[config.mk]
export PLATFORM = sky130hd
export DESIGN_NAME = fetch_stage
export DESIGN_NICKNAME = d
export VERILOG_FILES = /design/src/rtl/fetch_stage.sv
export SDC_FILE = /design/constraint.sdc
export NUM_CORES = 1
export LEC_CHECK = 0
export CORE_ASPECT_RATIO = 1.1
export CORE_MARGIN = 3
export CORE_UTILIZATION = 50
export CTS_CLUSTER_DIAMETER = 30
export DETAILED_ROUTE_END_ITERATION = 12
export GPL_TIMING_DRIVEN = 0
export PLACE_DENSITY = 0.75
export REMOVE_ABC_BUFFERS = 1
export SKIP_CTS_REPAIR_TIMING = 1
export SLEW_MARGIN = 5
export SYNTH_ARGS = -nofsm -noshare
export SYNTH_HDL_FRONTEND = slang
export SYNTH_SLANG_ARGS = --single-unit
export TNS_END_PERCENT = 50
[constraint.sdc]
create_clock -name clk -period 7 [get_ports clk]
set_clock_uncertainty 0.15 [all_clocks]
set_input_delay 1.05 -clock clk [delete_from_list [all_inputs] [get_ports clk]]
set_output_delay 1.05 -clock clk [all_outputs]
set_load 0.1 [all_outputs]
[src/rtl/fetch_stage.sv]
// Instruction-fetch stage: issues in-order imem reads at pc_in, pairs each response with its PC
// in a circular buffer and presents {pc, instr} to decode; a flush drops buffered and in-flight fetches.
module fetch_stage #(
  parameter int XLEN      = 32,
  parameter int BUF_DEPTH = 4
) (
  input  logic            clk,
  input  logic            rst_n,
  input  logic [XLEN-1:0] pc_in,
  output logic            pc_write_enable,
  input  logic            flush,
  output logic            imem_req_valid,
  input  logic            imem_req_ready,
  output logic [XLEN-1:0] imem_req_addr,
  input  logic            imem_resp_valid,
  input  logic [XLEN-1:0] imem_resp_data,
  output logic            if_valid,
  input  logic            id_ready,
  output logic [XLEN-1:0] if_pc,
  output logic [XLEN-1:0] if_instr
);

  localparam int AW = $clog2(BUF_DEPTH);
  localparam int PW = AW + 1;

  logic [PW-1:0]   alloc_ptr;
  logic [PW-1:0]   fill_ptr;
  logic [PW-1:0]   read_ptr;
  logic [PW-1:0]   drop_cnt;
  logic [PW-1:0]   used;
  logic [PW-1:0]   outstanding;
  logic [XLEN-1:0] pc_buf    [BUF_DEPTH];
  logic [XLEN-1:0] instr_buf [BUF_DEPTH];
  logic            req_fire;
  logic            resp_ok;
  logic            resp_keep;
  logic            consume;

  assign used        = alloc_ptr - read_ptr;
  assign outstanding = alloc_ptr - fill_ptr;

  // Space is judged on registered pointers only, so a consume frees a slot one cycle later.
  assign imem_req_valid  = rst_n & ~flush & (used < PW'(BUF_DEPTH));
  assign imem_req_addr   = pc_in;
  assign req_fire        = imem_req_valid & imem_req_ready;
  assign pc_write_enable = req_fire;

  assign resp_ok   = imem_resp_valid & (outstanding != '0);
  assign resp_keep = resp_ok & ~flush & (drop_cnt == '0);

  assign if_valid = (read_ptr != fill_ptr) & (drop_cnt == '0) & ~flush;
  assign consume  = if_valid & id_ready;
  assign if_pc    = pc_buf[read_ptr[AW-1:0]];
  assign if_instr = instr_buf[read_ptr[AW-1:0]];

  always_ff @(posedge clk or negedge rst_n) begin
    if (!rst_n) begin
      alloc_ptr <= '0;
      fill_ptr  <= '0;
      read_ptr  <= '0;
      drop_cnt  <= '0;
    end else begin
      if (req_fire) begin
        alloc_ptr <= alloc_ptr + PW'(1);
      end
      if (resp_ok) begin
        fill_ptr <= fill_ptr + PW'(1);
      end
      // Flush skips everything already returned and schedules the rest of the in-flight reads for dropping.
      if (flush) begin
        read_ptr <= fill_ptr + PW'(resp_ok);
        drop_cnt <= outstanding - PW'(resp_ok);
      end else if (resp_ok && (drop_cnt != '0)) begin
        read_ptr <= read_ptr + PW'(1);
        drop_cnt <= drop_cnt - PW'(1);
      end else if (consume) begin
        read_ptr <= read_ptr + PW'(1);
      end
    end
  end

  always_ff @(posedge clk) begin
    if (req_fire) begin
      pc_buf[alloc_ptr[AW-1:0]] <= pc_in;
    end
    if (resp_keep) begin
      instr_buf[fill_ptr[AW-1:0]] <= imem_resp_data;
    end
  end

endmodule

==> metrics <==
status=completed; Peak Freq=around 200 MHz; final setup violation count=0; vias in the first global route=5708; final hold violations=0; Die ar.=roughly 23000 um^2; FP Rows=54; family with the most delay on the worst path=buffers and inverters; setup slack after layout=~2100 ps; worst-path maximum fanout=38; commonest cells after routing, fill and taps aside=edfxtp_1, clkdlybuf4s50_1, mux4_2, clkbuf_16, ha_1; via count=between 5000 and 6000; gpl congestion=approximately 0.76; Hold Path Class=register to register; Cells after Synth=474; latest clock arrival within the worst-skew pair=530 ps; post-detailed-route wirelength per cell=between 20 and 25 um; Clk pin slew, worst setup/hold paths=around 50 ps; starting density of the core=roughly half; yosys warns=0; Worst-Margin Slew=between 1000 and 1500 ps; Critical Path RT=5800 ps; CTS tree=yes; DIE HEIGHT=158 um; CP peak stage delay=1190 ps; GRT Total Usage=18.4%; CP Launch Point=read_ptr[0]; Cell Chain, Critical Path=buf_16 -> nand2b_1 -> a21oi_1 -> xnor2_1 -> nor3_4 -> clkdlybuf4s50_1; CTS sink count=about 270; final net count=between 700 and 800; post-synthesis cell area=10500 um^2; largest net degree at the start of global routing=39; crit start category=register; count of pins over their slew limit=0; H-Tree Depth=2; Reg-to-Reg Start=read_ptr[0]; Cell variety after synth=37; DRC viols=0; DP HPWL=between 10 and 15 mm; DRC violation total after the first TritonRoute iteration=~370; WP depth=6; vias per inst=approximately 5.5; antenna-violating nets left=0; CP Capture Type=output port; Critical Path AT=around 3700 ps; leading cell type in the layout, fill and taps excluded=edfxtp_1; hold slack final=between 300 and 400 ps; Max Cap Violations=0; Fin Setup TNS=0 ps; final core occ=70.1%; Critical-path top delay cell=clkdlybuf4s50_1; r2r worst-path depth=7; Seq/Total Area, Yosys=between 70 and 80%; die width=144 um; Post-Syn Area per Cell=22.1 um^2; Top FF cell, synth=edfxtp_1; Slew headroom=29.6%; reg2reg end=pc_buf[3][2]; layout cell share with drive strength beyond 1=between 20% and 30%; crit path buf inv count=2; DR pass1 iterations=4; period utilisation layout=roughly 70%; RSZ-0062 raised after global routing=false; critical path endpoint=pc_write_enable; asr flop ratio synth=~4.5%; flop-to-flop setup slack=roughly 3600 ps; min Tclk post-route=about 4900 ps; Ports=169; port bufs=approximately 170; Post-synth EDFFs=around 260; routed wire length=20.4 mm; initial antenna violation count=1; grt ovf=0; FF+latch count, synth=268; WS Path Type=register to output port; Area Growth Syn to Fin=35.0%; Num CTS Buffers=between 50 and 60; CTS root buf=clkbuf_16; first-pass GRT wire length=around 32 mm; pre-CTS setup slack=2120 ps; Bufs on Longest Clock Path=3; placeable core area=around 20000 um^2
[synthesized netlist by cell type (all sizes together) (6+ instances only)]
library cell,n,area (um^2)
inv,11,41.3
xnor2,8,70.1
buf,44,302
dfrtp,12,300
ha,16,200
and2,6,38.8
mux4,64,1440
nor2,9,33.8
clkbuf,6,22.5
edfxtp,256,7690
[sequential cells by signal, indices dropped and copies added, names as in the netlist]
name and count:
read_ptr 3, instr_buf 128, drop_cnt 3, fill_ptr 3
pc_buf 128, alloc_ptr 3
[layer usage]
| metal | up-vias | part of all wire [%] | global-route usage (%) |
|---|---|---|---|
| li1 | 2296 | - | - |
| met1 | 2697 | 39 | 22.7 |
| met2 | 159 | 54 | 32.0 |
| met3 | 47 | 4.3 | 3.96 |
| met4 | 2 | 2.5 | 7.17 |
| met5 | - | 0.044 | 0 |
[metrics by stage]
stage / instances / instance area, um^2
2_1_floorplan: 424 / 10200
3_3_place_gp: 844 / 12200
3_5_place_dp: 853 / 12300
4_1_cts: 946 / 14200
5_1_grt: 946 / 14200
6_report: 947 / 14200
[area by class of cell]
cell class / instances / area [um^2]
flip-flops and latches: 268 / 8000
fillers: 1224 / 6040
multi-input cells: 145 / 2150
repair buffers: 177 / 1840
clock buffers: 58 / 1350
clock inverters: 35 / 464
well taps: 252 / 315
inverters: 11 / 41.3
diodes: 1 / 2.50
[how the worst min path moves through the flow]
stage,startpoint,endpoint,depth (start not counted)
finish,alloc_ptr[2],alloc_ptr[2],1
CTS,alloc_ptr[2],alloc_ptr[2],1
global placement,drop_cnt[1],drop_cnt[1],2
detailed placement,alloc_ptr[2],alloc_ptr[2],1
floorplan,drop_cnt[1],drop_cnt[1],2
global route,alloc_ptr[2],alloc_ptr[2],1
[kinds of logic (layout without fill, tap and decap cells)]
family / after synthesis / count (layout) / share of synthesized area [%]
other: 0 / 1 / 0
multiplexers: 66 / 66 / 13.9
flip-flops: 268 / 268 / 76.1
adder cells (fa/ha/maj): 17 / 17 / 2.10
AND/OR/NAND/NOR: 33 / 33 / 1.80
buffers and inverters: 61 / 281 / 3.48
AO/OA/AOI/OAI: 17 / 17 / 1.38
XOR/XNOR: 12 / 12 / 1.15
Power is not shown: default switching activity piles up to over one toggle a cycle in this logic, so the estimate is an artifact.
